$ cat src/rtl/vcd_pkg.sv
// Shared types and constants for the value-change replay block.
package vcd_pkg;

    localparam int unsigned DEF_NSIG = 6;
    localparam int unsigned DEF_TW   = 16;
    localparam int unsigned NOW_W    = 32;

    // Index field width, never narrower than one bit.
    function automatic int unsigned idx_width(input int unsigned nsig);
        return (nsig > 1) ? $clog2(nsig) : 1;
    endfunction

    localparam int unsigned DEF_IW = idx_width(DEF_NSIG);

    typedef struct packed {
        logic [DEF_TW-1:0] dt;
        logic [DEF_IW-1:0] idx;
        logic              val;
        logic              last;
    } vcd_rec_t;

    typedef enum logic [1:0] {
        StIdle,
        StWait,
        StDone
    } vcd_state_e;

endpackage

$ cat src/rtl/vcd_rec_hold.sv
// One-entry record holding register; a load on the releasing edge keeps it full.
module vcd_rec_hold
    import vcd_pkg::*;
#(
    parameter type rec_t = vcd_rec_t
) (
    input  logic clk,
    input  logic rst_n,
    input  logic i_load,
    input  logic i_release,
    input  rec_t i_rec,
    output rec_t o_rec,
    output logic o_full
);

    rec_t r_rec;
    logic r_full;

    always_ff @(posedge clk or negedge rst_n) begin
        if (!rst_n) begin
            r_rec  <= '0;
            r_full <= 1'b0;
        end else if (i_load) begin
            r_rec  <= i_rec;
            r_full <= 1'b1;
        end else if (i_release) begin
            r_full <= 1'b0;
        end
    end

    assign o_rec  = r_rec;
    assign o_full = r_full;

endmodule

$ cat src/rtl/vcd_player.sv
// Replays (delta-time, index, value) records onto a bank of output bits,
// applying each record dt+1 enabled cycles after it is accepted.
module vcd_player
    import vcd_pkg::*;
#(
    parameter  int unsigned NSIG = DEF_NSIG,
    parameter  int unsigned TW   = DEF_TW,
    localparam int unsigned IW   = idx_width(NSIG)
) (
    input  logic             clk,
    input  logic             rst_n,
    input  logic             i_en,
    input  logic             i_in_valid,
    output logic             o_in_ready,
    input  logic [TW-1:0]    i_in_dt,
    input  logic [IW-1:0]    i_in_idx,
    input  logic             i_in_val,
    input  logic             i_in_last,
    output logic [NSIG-1:0]  o_dout,
    output logic [NOW_W-1:0] o_now,
    output logic             o_busy,
    output logic             o_done,
    output logic             o_err
);

    typedef struct packed {
        logic [TW-1:0] dt;
        logic [IW-1:0] idx;
        logic          val;
        logic          last;
    } rec_t;

    rec_t             w_in_rec;
    rec_t             w_hold;
    logic             w_full;
    logic             w_hit;
    logic             w_apply;
    logic             w_accept;
    logic             w_idx_ok;

    vcd_state_e       r_state;
    logic [TW-1:0]    r_cnt;
    logic [NOW_W-1:0] r_now;
    logic [NSIG-1:0]  r_dout;
    logic             r_done;
    logic             r_err;

    assign w_in_rec = '{dt: i_in_dt, idx: i_in_idx, val: i_in_val, last: i_in_last};

    assign w_hit    = (r_cnt == w_hold.dt);
    assign w_apply  = (r_state == StWait) && i_en && w_hit;
    assign w_idx_ok = (32'(w_hold.idx) < NSIG);

    // Ready while applying lets the next record load on the same edge (no bubble).
    assign o_in_ready = !r_done && (!w_full || (i_en && w_hit && !w_hold.last));
    assign w_accept   = i_in_valid && o_in_ready;

    vcd_rec_hold #(
        .rec_t (rec_t)
    ) u_hold (
        .clk       (clk),
        .rst_n     (rst_n),
        .i_load    (w_accept),
        .i_release (w_apply),
        .i_rec     (w_in_rec),
        .o_rec     (w_hold),
        .o_full    (w_full)
    );

    always_ff @(posedge clk or negedge rst_n) begin
        if (!rst_n) begin
            r_state <= StIdle;
            r_cnt   <= '0;
            r_now   <= '0;
            r_dout  <= '0;
            r_done  <= 1'b0;
            r_err   <= 1'b0;
        end else begin
            if (i_en && !r_done) begin
                r_now <= r_now + 1'b1;
            end

            if (w_accept) begin
                r_cnt <= '0;
            end else if ((r_state == StWait) && i_en && !w_hit) begin
                r_cnt <= r_cnt + 1'b1;
            end

            if (w_apply) begin
                if (w_idx_ok) begin
                    r_dout[w_hold.idx] <= w_hold.val;
                end else begin
                    r_err <= 1'b1;
                end
            end

            unique case (r_state)
                StIdle: begin
                    if (w_accept) begin
                        r_state <= StWait;
                    end
                end
                StWait: begin
                    if (w_apply) begin
                        if (w_hold.last) begin
                            r_state <= StDone;
                            r_done  <= 1'b1;
                        end else if (!w_accept) begin
                            r_state <= StIdle;
                        end
                    end
                end
                StDone: begin
                    r_state <= StDone;
                end
                default: begin
                    r_state <= StIdle;
                end
            endcase
        end
    end

    assign o_dout = r_dout;
    assign o_now  = r_now;
    assign o_busy = w_full;
    assign o_done = r_done;
    assign o_err  = r_err;

endmodule

$ cat config.mk
export PLATFORM = sky130hd
export DESIGN_NAME = vcd_player
export DESIGN_NICKNAME = d
export VERILOG_FILES = /design/src/rtl/vcd_pkg.sv /design/src/rtl/vcd_rec_hold.sv /design/src/rtl/vcd_player.sv
export SDC_FILE = /design/constraint.sdc
export NUM_CORES = 1
export LEC_CHECK = 0
export CAP_MARGIN = 5
export CORE_MARGIN = 4
export CORE_UTILIZATION = 51
export CTS_CLUSTER_DIAMETER = 50
export DETAILED_ROUTE_END_ITERATION = 12
export DONT_BUFFER_PORTS = 1
export PLACE_DENSITY = 0.69
export SYNTH_ARGS = -nofsm -noshare
export SYNTH_HDL_FRONTEND = slang
export SYNTH_HIERARCHICAL = 1
export SYNTH_SLANG_ARGS = --single-unit
$ cat constraint.sdc
create_clock -name clk -period 2.1 [get_ports clk]
set_input_delay 0.21 -clock clk [delete_from_list [all_inputs] [get_ports clk]]
set_output_delay 0.21 -clock clk [all_outputs]
set_load 0.05 [all_outputs]
==> run_results.csv <==
group,metric,value,unit
synth,synth_area_leader_cell,"dfrtp_1",
global_route,grt_pass1_wl,14600,um
synth,avgSynthCellArea,11.50,sq um
critical_path,critPathKind,"reg2reg",
global_route,grt_pass1_vias,2967,
synth,ys_ff_latch,80,
place,dp_hpwl,5825,um
drt,viasPerCell,5.560,
critical_path,crit_path_end_kind,"flop",
cells_and_area,diodes,0,
drt,ant_nets,0,
drt,post_drt_wl_per_cell,16.88,um
critical_path,start_kind,"flop",
critical_path,worstPathMaxFanout,6,
timing,min_period_over_period,105.3,%
worst_hold_path,min-delay-start,"i_in_last",
outcome,failed_checks,"setup timing",
cells_and_area,finalNetCount,446,
timing,drv_slew,0,
synth,ys_seq_area_share,52.93,%
place,placed_area,0.004323,sq mm
place,port_buffers,0,
synth,ys_types,39,
timing,finalSetupViolations,23,
critical_path,r2r_start,"r_cnt[9]",
floorplanning,core,0.007214,sq mm
clock_tree,cts.sinks,80,
pwr,power_frac_seq,43.1,%
synth,ys_top_cells_by_area,"dfrtp_1 53%, mux2_2 8.0%, xor2_1 5.6%, xnor2_1 5.3%, nand4_1 2.6%",
global_route,grt_start_max_net_pins,81,
clock_tree,clockBufferDepth,2,
drt,finalWirelength,8830,um
pwr,power,4.908,mW
clock_tree,ctsHtreeMaxLevel,3,
timing,final-hold-violation-count,0,
cells_and_area,area_growth,33.61,%
floorplanning,dieArea,0.008859,sq mm
worst_hold_path,hold_class,"in2reg",
clock_tree,cts_tree,"done",
floorplanning,die_height,94.12,um
clock_tree,cts-root-buf,"clkbuf_8",
timing,setup_ws,-0.1121,ns
pwr,internal_power,3.305,mW
pwr,irDropWorstVdd,0.8906,mV
cells_and_area,stdcell_area,0.005054,sq mm
floorplanning,die_w,94.12,um
synth,synth_ff_type,"dfrtp_1",
floorplanning,row_count,31,
outcome,outcome,"finished, violations left",
pwr,leakagePower,2.269,nW
synth,syn_nets,356,
drt,dr.pass1.iters,4,
pwr,switchingPower,1.604,mW
pwr,sw_frac_of_total,32.68,%
drt,vias,2908,
timing,min_period,2.212,ns
floorplanning,io_pins,67,
worst_hold_path,min_path_cells,1,
place,place_congestion,0.7526,
synth,async_flop_share,100.0,%
timing,worst-slew-pin-transition,0.5727,ns
synth,synth_area,0.003782,sq mm
place,placedCellCount,477,
place,place_ws,-0.1570,ns
run,maxCapViolCount,0,
global_route,overflow,0,
drt,drt_iter0_drc,130,
cells_and_area,drive_gt1_share,34.43,%
critical_path,ff2ff_path_depth,8,
clock_tree,path_clk_slew,0.08,ns
critical_path,crit_start,"r_cnt[9]",
synth,synth_edf_count,0,
synth,netlist_instances,329,
clock_tree,numCtsBuffers,9,
clock_tree,clock_latency,0.35,ns
critical_path,cp.arrival,2.44,ns
pwr,combPwrFrac,29.7,%
global_route,antenna_found_initial,0,
drt,drc,0,
global_route,grt_usage,21.13,%
floorplanning,start_util,52.43,%
pwr,clkPwrFrac,27.1,%
critical_path,cp.required,2.32,ns
timing,clock_skew,0.01323,ns
timing,max_slew_margin,61.82,%
cells_and_area,stdcell_count,523,
synth,yosys_warnings,6,
timing,rsz0062_at_grt,"yes",
synth,netlist.area_leader.share,52.93,%
pwr,p_per_area,971.3,mW/mm^2
timing,max_freq,0.4521,GHz
==> cells in the mapped netlist (all sizes together), types with 3 or more instances <==
| master | count |
|---|---|
| a21oi | 18 |
| and3 | 5 |
| and4 | 5 |
| buf | 9 |
| dfrtp | 80 |
| inv | 6 |
| mux2 | 27 |
| nand2 | 26 |
| nand3 | 15 |
| nand4 | 16 |
| nand4b | 3 |
| nor2 | 16 |
| nor4 | 5 |
| o21ai | 5 |
| o31ai | 11 |
| or3 | 5 |
| or4 | 11 |
| xnor2 | 23 |
| xor2 | 24 |
==> layer usage <==
metal | up-vias | share of wire [%] | GRT usage, %
li1 | 1367 | - | -
met1 | 1460 | 43 | 28.13
met2 | 69 | 50 | 34.18
met3 | 12 | 5.5 | 5.449
met4 | 0 | 1.2 | 5.897
met5 | - | 0 | 0
==> power groups by stage <==
stage	Combinational (mW)	Sequential [mW]	Clock (mW)
CTS	1.41	2.12	1.36
detailed placement	1.16	2.13	0
global placement	1.13	2.12	0
global route	1.58	2.16	1.43
finish	1.46	2.12	1.33
floorplan	0.541	2.37	0
==> registers in the layout, indices dropped and copies added, names as in the netlist <==
register	cells
r_state	2
o_err	1
o_now	32
o_done	1
u_hold/o_full	1
r_cnt	16
o_dout	6
u_hold/o_rec	21
==> logic make-up (layout without fill, tap and decap cells) <==
group	count (synthesis)	in the layout	synth area share [%]
AND/OR/NAND/NOR	117	117	17.93
flip-flops	80	80	52.93
XOR/XNOR	47	47	10.88
AO/OA/AOI/OAI	40	40	6.947
multiplexers	27	27	8.038
buffers and inverters	16	111	2.613
adder cells (fa/ha/maj)	2	2	0.6615
==> final cells by class <==
cell class	instances	area, sq um
Inverter	6	22.52
Sequential cell	80	2004
Clock inverter	5	87.58
Tap cell	99	123.9
Timing Repair Buffer	89	794.5
Fill cell	532	2161
Multi-Input combinational cell	233	1869
Clock buffer	11	151.4
==> critical path, cell delays in order (launching register included) <==
cell,delay [ns]
dfrtp_1,0.40
xor2_1,0.18
nor4_2,0.28
buf_4,0.17
buf_6,0.08
nand4_1,0.18
o32ai_4,0.27
buf_6,0.21
mux2_4,0.31
==> worst paths after layout <==
check | end | slack [ns]
worst min register to register | o_now[1] | 0.53
worst max-delay path | u_hold/o_rec[20] | -0.11
min in group asynchronous | o_now[28] | 0.42
worst min-delay path | u_hold/o_rec[0] | 0.02
max in group asynchronous | o_now[1] | 1.33
worst max register to register | u_hold/o_rec[20] | -0.11
==> metrics by stage <==
stage	hold WS, ns	utilization [%]	TNS, ns
after floorplan	-0.08559	-	-0.5093
after global placement	-0.08397	59.92	-0.7598
after detailed placement	-0.08424	59.92	-2.986
after CTS	0.001903	68.87	-2.733
after global routing	0.001917	70.05	-6.603
final	0.02194	70.05	-2.093
==> layout by cell type, fill, tap and decap left out, types with 3 or more instances in the layout <==
cell type      instances
nand3_1               15
dfrtp_1               78
xnor2_1               23
xor2_1                23
nand4_1               16
nand4b_1               3
inv_1                  6
and3_1                 5
buf_4                 58
o21ai_0                5
buf_6                  9
clkbuf_8              11
nor2_1                14
mux2_2                 6
or3_1                  5
o31ai_1               11
and4_1                 4
or4_1                  9
a21oi_2               15
nand2_1               25
mux2_4                21
dlygate4sd3_1         18
==> repair_timing <==
item,CTS,global route
cloned,2,0
hold buffers,16,3
endpoints found under the hold margin,94,3
setup endpoints to repair,39,48
gates resized for setup,39,21
pin swaps,9,5
setup buffers,9,6
No activity file was read; power rests on OpenSTA's default activity.
